### config.mk
export PLATFORM = sky130hd
export DESIGN_NAME = div_scheduler
export DESIGN_NICKNAME = d
export VERILOG_FILES = /design/src/rtl/div_sched_pkg.sv /design/src/rtl/rr_arbiter.sv /design/src/rtl/div_scheduler.sv
export SDC_FILE = /design/constraint.sdc
export NUM_CORES = 1
export LEC_CHECK = 0
export CAP_MARGIN = 20
export CORE_MARGIN = 4
export CORE_UTILIZATION = 43
export DETAILED_ROUTE_END_ITERATION = 12
export GPL_ROUTABILITY_DRIVEN = 0
export PLACE_DENSITY = 0.87
export SKIP_LAST_GASP = 1
export SLEW_MARGIN = 20
export SYNTH_ARGS = -nofsm -noshare
export SYNTH_HDL_FRONTEND = slang
export SYNTH_SLANG_ARGS = --single-unit
export TNS_END_PERCENT = 1
### constraint.sdc
create_clock -name clk -period 3.1 [get_ports clk]
set_input_delay 0.465 -clock clk [delete_from_list [all_inputs] [get_ports clk]]
set_output_delay 0.465 -clock clk [all_outputs]
set_load 0.02 [all_outputs]
### src/rtl/div_sched_pkg.sv
// div_sched_pkg
//   Shared definitions for the divider scheduler:
//   - div_sched_state_t : scheduler state encoding
//   - drain_cycles_for(): default post-reset drain length for a given width
//   - BYPASS_Q_BIT / BYPASS_DZ : zero-divisor bypass response constants
//     (the bypass quotient is BYPASS_Q_BIT replicated over the operand width)
package div_sched_pkg;

  typedef enum logic [2:0] {
    ST_DRAIN,
    ST_IDLE,
    ST_START,
    ST_WAIT,
    ST_RESPOND
  } div_sched_state_t;

  // Long enough to outlast any divide the unreset divider may still have
  // in flight when reset was applied.
  function automatic int drain_cycles_for(input int bits);
    return 4 * bits + 8;
  endfunction

  localparam logic BYPASS_Q_BIT = 1'b1;
  localparam logic BYPASS_DZ    = 1'b1;

endpackage

### src/rtl/rr_arbiter.sv
// rr_arbiter
//   Combinational round-robin arbiter. Grants the first asserted request at
//   or above ptr, searching upward with wrap-around.
// Ports:
//   req       in  N  : request vector
//   ptr       in  IW : highest-priority index
//   en        in  1  : when low no grant is issued
//   grant     out N  : one-hot grant
//   grant_idx out IW : encoded index of the grant (0 when none)
module rr_arbiter #(
  parameter  int N  = 4,
  localparam int IW = $clog2(N)
) (
  input  logic [N-1:0]  req,
  input  logic [IW-1:0] ptr,
  input  logic          en,
  output logic [N-1:0]  grant,
  output logic [IW-1:0] grant_idx
);

  // cand_idx[k] is the requester examined at search position k: (ptr+k) mod N.
  logic [IW-1:0] cand_idx [N];
  logic [N-1:0]  cand_req;
  logic          found;

  for (genvar gi = 0; gi < N; gi++) begin : g_cand
    logic [IW:0] sum;
    assign sum          = {1'b0, ptr} + (IW+1)'(gi);
    assign cand_idx[gi] = (sum >= (IW+1)'(N)) ? IW'(sum - (IW+1)'(N)) : sum[IW-1:0];
    assign cand_req[gi] = req[cand_idx[gi]];
  end

  always_comb begin
    grant     = '0;
    grant_idx = '0;
    found     = 1'b0;
    for (int k = 0; k < N; k++) begin
      if (en && !found && cand_req[k]) begin
        found     = 1'b1;
        grant_idx = cand_idx[k];
      end
    end
    if (found) begin
      grant[grant_idx] = 1'b1;
    end
  end

endmodule

### src/rtl/div_scheduler.sv
// div_scheduler
//   Shares one external divider between NUM_REQ requesters. Accepts one
//   request at a time (round-robin), drives start/operands to the divider,
//   waits for done and returns quotient/remainder tagged with the requester.
//   Optional feature macro: DIV_SCHED_ZERO_BYPASS_EN -- answer zero-divisor
//   requests locally (quotient all ones, remainder = dividend, rsp_dz=1)
//   without starting the divider.
// Ports:
//   clk, rst                         : clock, synchronous active-high reset
//   req_valid/ready, req_dividend/divisor : per-requester handshake + operands
//   rsp_valid, rsp_id, rsp_quotient, rsp_remainder, rsp_dz : response bus
//   busy                             : high whenever not IDLE
//   div_start, div_dividend, div_divisor : to divider
//   div_done, div_quotient, div_remainder : from divider
module div_scheduler
  import div_sched_pkg::*;
#(
  parameter  int BITS         = 16,
  parameter  int NUM_REQ      = 4,
  parameter  int DRAIN_CYCLES = drain_cycles_for(BITS),
  localparam int IW           = $clog2(NUM_REQ)
) (
  input  logic                 clk,
  input  logic                 rst,
  input  logic [NUM_REQ-1:0]   req_valid,
  input  logic [BITS-1:0]      req_dividend [NUM_REQ],
  input  logic [BITS-1:0]      req_divisor  [NUM_REQ],
  output logic [NUM_REQ-1:0]   req_ready,
  output logic                 rsp_valid,
  output logic [IW-1:0]        rsp_id,
  output logic [BITS-1:0]      rsp_quotient,
  output logic [BITS-1:0]      rsp_remainder,
  output logic                 rsp_dz,
  output logic                 busy,
  output logic                 div_start,
  output logic [BITS-1:0]      div_dividend,
  output logic [BITS-1:0]      div_divisor,
  input  logic                 div_done,
  input  logic [BITS-1:0]      div_quotient,
  input  logic [BITS-1:0]      div_remainder
);

  localparam int CW = $clog2(DRAIN_CYCLES + 1);

  div_sched_state_t state_q, state_d;
  logic [CW-1:0]    cnt_q, cnt_d;
  logic [IW-1:0]    ptr_q, ptr_d;
  logic [IW-1:0]    id_q, id_d;
  logic [IW-1:0]    rsp_id_q, rsp_id_d;
  logic [BITS-1:0]  dividend_q, dividend_d;
  logic [BITS-1:0]  divisor_q, divisor_d;
  logic [BITS-1:0]  rsp_quotient_q, rsp_quotient_d;
  logic [BITS-1:0]  rsp_remainder_q, rsp_remainder_d;
  logic             div_start_q, div_start_d;
  logic             rsp_valid_q, rsp_valid_d;
  logic             rsp_dz_q, rsp_dz_d;
  logic             busy_q, busy_d;
  logic             arb_en;
  logic [IW-1:0]    grant_idx;

  assign arb_en = (state_q == ST_IDLE);

  rr_arbiter #(.N(NUM_REQ)) u_arb (
    .req       (req_valid),
    .ptr       (ptr_q),
    .en        (arb_en),
    .grant     (req_ready),
    .grant_idx (grant_idx)
  );

  always_comb begin
    state_d         = state_q;
    cnt_d           = cnt_q;
    ptr_d           = ptr_q;
    id_d            = id_q;
    rsp_id_d        = rsp_id_q;
    dividend_d      = dividend_q;
    divisor_d       = divisor_q;
    rsp_quotient_d  = rsp_quotient_q;
    rsp_remainder_d = rsp_remainder_q;
    rsp_dz_d        = rsp_dz_q;
    div_start_d     = 1'b0;
    rsp_valid_d     = 1'b0;

    case (state_q)
      // div_done is deliberately ignored: a divide started before reset may
      // still complete here.
      ST_DRAIN: begin
        if (cnt_q == CW'(DRAIN_CYCLES - 1)) begin
          state_d = ST_IDLE;
        end else begin
          cnt_d = cnt_q + 1'b1;
        end
      end
      ST_IDLE: begin
        if (|req_ready) begin
          id_d       = grant_idx;
          dividend_d = req_dividend[grant_idx];
          divisor_d  = req_divisor[grant_idx];
          state_d    = ST_START;
`ifdef DIV_SCHED_ZERO_BYPASS_EN
          // Registered start must be suppressed already at accept time.
          div_start_d = (req_divisor[grant_idx] != '0);
`else
          div_start_d = 1'b1;
`endif
        end
      end
      ST_START: begin
        state_d = ST_WAIT;
`ifdef DIV_SCHED_ZERO_BYPASS_EN
        if (divisor_q == '0) begin
          state_d         = ST_RESPOND;
          rsp_valid_d     = 1'b1;
          rsp_id_d        = id_q;
          rsp_quotient_d  = {BITS{BYPASS_Q_BIT}};
          rsp_remainder_d = dividend_q;
          rsp_dz_d        = BYPASS_DZ;
        end
`endif
      end
      ST_WAIT: begin
        if (div_done) begin
          state_d         = ST_RESPOND;
          rsp_valid_d     = 1'b1;
          rsp_id_d        = id_q;
          rsp_quotient_d  = div_quotient;
          rsp_remainder_d = div_remainder;
          rsp_dz_d        = 1'b0;
        end
      end
      ST_RESPOND: begin
        ptr_d   = (id_q == IW'(NUM_REQ - 1)) ? '0 : id_q + 1'b1;
        state_d = ST_IDLE;
      end
      default: state_d = ST_DRAIN;
    endcase

    busy_d = (state_d != ST_IDLE);
  end

  always_ff @(posedge clk) begin
    if (rst) begin
      state_q         <= ST_DRAIN;
      cnt_q           <= '0;
      ptr_q           <= '0;
      id_q            <= '0;
      rsp_id_q        <= '0;
      dividend_q      <= '0;
      divisor_q       <= '0;
      rsp_quotient_q  <= '0;
      rsp_remainder_q <= '0;
      rsp_dz_q        <= 1'b0;
      div_start_q     <= 1'b0;
      rsp_valid_q     <= 1'b0;
      busy_q          <= 1'b1;
    end else begin
      state_q         <= state_d;
      cnt_q           <= cnt_d;
      ptr_q           <= ptr_d;
      id_q            <= id_d;
      rsp_id_q        <= rsp_id_d;
      dividend_q      <= dividend_d;
      divisor_q       <= divisor_d;
      rsp_quotient_q  <= rsp_quotient_d;
      rsp_remainder_q <= rsp_remainder_d;
      rsp_dz_q        <= rsp_dz_d;
      div_start_q     <= div_start_d;
      rsp_valid_q     <= rsp_valid_d;
      busy_q          <= busy_d;
    end
  end

  assign rsp_valid     = rsp_valid_q;
  assign rsp_id        = rsp_id_q;
  assign rsp_quotient  = rsp_quotient_q;
  assign rsp_remainder = rsp_remainder_q;
  assign rsp_dz        = rsp_dz_q;
  assign busy          = busy_q;
  assign div_start     = div_start_q;
  assign div_dividend  = dividend_q;
  assign div_divisor   = divisor_q;

endmodule

==> impl_results.md <==
* Status: finished, final reports clean
* Net Switching at 0.000497 W
* Mapped Nets at 678
* CP Data Arrival Time at between 2 and 2.5 ns
* Area leader, netlist: dfxtp_1
* Synth unique cells at 46
* Flop pwr share at 49.5%
* Hold Path Depth at 2
* Num rows at 36
* Seq/Total Area, Yosys at a little under two fifths
* Final Net Count at between 800 and 900
* Final worst-path cycle share at 94.2%
* Via count at 4835
* # IOs at 241
* CTS tree: built
* CP Capture Type: output pin
* Final setup viols at 0
* Remaining antenna violation count at 0
* Relative slew slack at 42.1%
* Fill count at between 700 and 800
* Setup crit start kind: input pin
* Wire per inst at 18.3 um
* Top_reg_cell synth: dfxtp_1
* Average cell area after synthesis at a little under 9 sq um
* Tot Pwr at 0.00217 W
* RSZ-0062 raised after global routing: no
* Clk sinks at 83
* CTS Root Cell: clkbuf_8
* Bufs on Longest Clock Path at 2
* Pleak at approximately 2.3 nW
* Worst-path fanout max at 7
* Synth top area cells: dfxtp_1, mux2i_1, nand2_1
* Die Width at ~110 um
* EDFF count, synth at 0
* Cell Area, Synth at 4470 sq um
* Starting density of the core at between 40% and 50%
* PD cells at between 300 and 400 nW/um^2
* Vias per cell at 5.59
* Layout cells sized above 1 at 8.61%
* Antenna diode count at 0
* Max VDD drop at ~0.25 mV
* Port-buffer cells at ~240
* R2R Path Start: state_q[0]
* Min-Delay Path Class: reg2reg
* Worst EP required at between 2 and 3 ns
* H-tree depth at 3
* Residual DRC at 0
* DIE HEIGHT at 110 um
* Die area at 12100 sq um
* Routed WL at roughly 16 mm
* First-pass GRT wire length at ~23 mm
* Pins Over Slew Limit at 0
* Min cycle time layout at 2.92 ns
* Net Sw Frac at 22.9%
* Worst Hold End: rsp_remainder[9]
* Worst r2r dst: div_divisor[2]
* Clock latency on the worst-skew pair at 0.35 ns
* Worst-Margin Slew at 0.869 ns
* Initial DRC count at 301
* MaxCap Viol Count at 0
* Post-CTS Setup Bufs at 0
* Clock power share at 36.3%
* Cells after Synth at approximately 510
* Final hold vios at 0
* Internal at about 0.0017 W
* #FFs+latches synth at 83
* Top achievable clock speed at between 300 and 400 MHz
* Vias in the first global route at around 4.8k
* DR pass1 iterations at 4
* Worst Skew at 0.00615 ns
* Setup TNS at 0 ns
* Comb pwr share at between 10% and 20%
* CORE AREA at ~10000 sq um
* Worst R2R Setup Slack at 0.85 ns
* Crit Path Category: in2out
* Initial antenna violation count at 0
* Syn-to-layout area delta at 58.5%
* Detailed-placement wirelength estimate at approximately 12 mm
* CTS clock-pin slew for the worst setup and hold paths at 0.08 ns
* Largest net degree at the start of global routing at 53
* Share of the synthesized area in the top cell type at 37.2%
* Grt total ovfl at 0
* Post-synth ARST share at 0%
* CTS Buf Count at 9
* Hold Path Origin: rsp_remainder[9]
* Path depth of the worst reg2reg path at 6
* All-Layer GR Usage at 25.0%
* Synth warn at 0
==> logic make-up after synthesis <==
logic type,count (synthesis),synth area share (%)
XOR/XNOR,6,1.18
AND/OR/NAND/NOR,204,23.4
multiplexers,54,12.5
flip-flops,83,37.2
other,1,0.0840
AO/OA/AOI/OAI,107,18.5
adder cells (fa/ha/maj),2,0.560
buffers and inverters,52,6.61
==> layout by cell type, fill, tap and decap left out, types with 2 or more instances in the layout <==
| cell type | netlist | layout |
|---|---|---|
| clkdlybuf4s50_1 | 0 | 237 |
| dfxtp_1 | 83 | 83 |
| nand2_1 | 76 | 76 |
| mux2i_1 | 41 | 41 |
| a21oi_1 | 39 | 39 |
| nor2_1 | 30 | 29 |
| nand4_1 | 28 | 28 |
| nand3b_1 | 19 | 19 |
| buf_4 | 4 | 16 |
| nand3_1 | 15 | 15 |
| o21ai_0 | 15 | 15 |
| or3_1 | 14 | 14 |
| mux2_2 | 13 | 13 |
| a2111o_1 | 13 | 13 |
| o311ai_1 | 13 | 13 |
| o221ai_1 | 11 | 11 |
| clkbuf_8 | 0 | 10 |
| o221ai_2 | 9 | 9 |
| xor2_1 | 5 | 5 |
| inv_1 | 4 | 4 |
| nor2b_1 | 4 | 4 |
| nand2b_1 | 3 | 3 |
| nor3_1 | 3 | 3 |
| nand2_2 | 2 | 2 |
| nor2_4 | 2 | 2 |
| and3_1 | 2 | 2 |
| ha_1 | 2 | 2 |
==> power groups by stage <==
stage	clock, W	combinational (W)	sequential (W)
after floorplan	0	0.0000720	0.00110
after global placement	0	0.000299	0.00110
after detailed placement	0	0.000304	0.00110
after CTS	0.000798	0.000306	0.00107
after global routing	0.000842	0.000327	0.00107
final	0.000786	0.000307	0.00107
==> through the flow <==
stage / utilization [%] / cells / area, sq um / hold slack [ns] / setup WS [ns]
2_1_floorplan: - / 509 / 4470 / 0.449 / 0.685
3_3_place_gp: 69.1 / 850 / 6880 / 0.441 / 0.146
3_5_place_dp: 69.1 / 850 / 6880 / 0.446 / 0.0674
4_1_cts: 71.1 / 865 / 7080 / 0.458 / 0.0589
5_1_grt: 71.1 / 865 / 7080 / 0.478 / 0.0974
6_report: 71.1 / 865 / 7080 / 0.455 / 0.178
==> final cells by class <==
class / instances / area [sq um] / share of cell area (%)
timing repair buffer: 256 / 2530 / 35.7
multi-input combinational: 374 / 2510 / 35.5
sequential: 83 / 1660 / 23.5
tap: 133 / 166 / 2.35
clock buffer: 11 / 141 / 2.00
clock inverter: 4 / 51.3 / 0.725
inverter: 4 / 15.0 / 0.212
==> layer usage <==
layer	GRT usage, %	up-vias	part of all wire, %
li1	-	2320	-
met1	27.8	2243	37
met2	42.9	229	49
met3	7.75	43	9.9
met4	12.4	0	3.6
met5	0	-	0
==> sequential cells by signal, indices dropped and copies added, names as in the netlist <==
| name | cells |
|---|---|
| busy | 1 |
| div_divisor | 16 |
| div_start | 1 |
| id_q | 2 |
| rsp_quotient | 16 |
| ptr_q | 2 |
| rsp_remainder | 16 |
| div_dividend | 16 |
| state_q | 3 |
| rsp_id | 2 |
| cnt_q | 7 |
| rsp_valid | 1 |
==> cells in the mapped netlist, types with 4 or more instances <==
master and count:
dfxtp_1 83, nand2_1 76, mux2i_1 41, a21oi_1 39, nor2_1 30, nand4_1 28
clkbuf_1 27, nand3b_1 19, nand3_1 15, o21ai_0 15, or3_1 14, a2111o_1 13
mux2_2 13, o311ai_1 13, o221ai_1 11, o221ai_2 9, buf_2 7, buf_6 5
xor2_1 5, buf_4 4, inv_1 4, nor2b_1 4
==> critical path: stages <==
cell and delay, ns:
clkdlybuf4s50_1 0.49, nor2b_1 0.18, a221o_1 0.37, and3_4 0.23, nor2_1 0.12, clkdlybuf4s50_1 0.61
==> worst max path at each step <==
stage                       startpoint  slack [ns]           end
final                     req_valid[2]        0.18  req_ready[1]
after global routing      req_valid[2]         0.1  req_ready[1]
after CTS                 req_valid[2]        0.06  req_ready[0]
after detailed placement  req_valid[2]        0.07  req_ready[0]
after global placement    req_valid[2]        0.15  req_ready[0]
after floorplan           req_valid[2]        0.69  req_ready[0]
==> what timing repair did <==
item,4_1_cts,5_1_grt
endpoints found under the setup margin,0,1
resized for setup,0,1
hold buffers,0,0
Note: power is estimated with default switching activity, not from simulation.
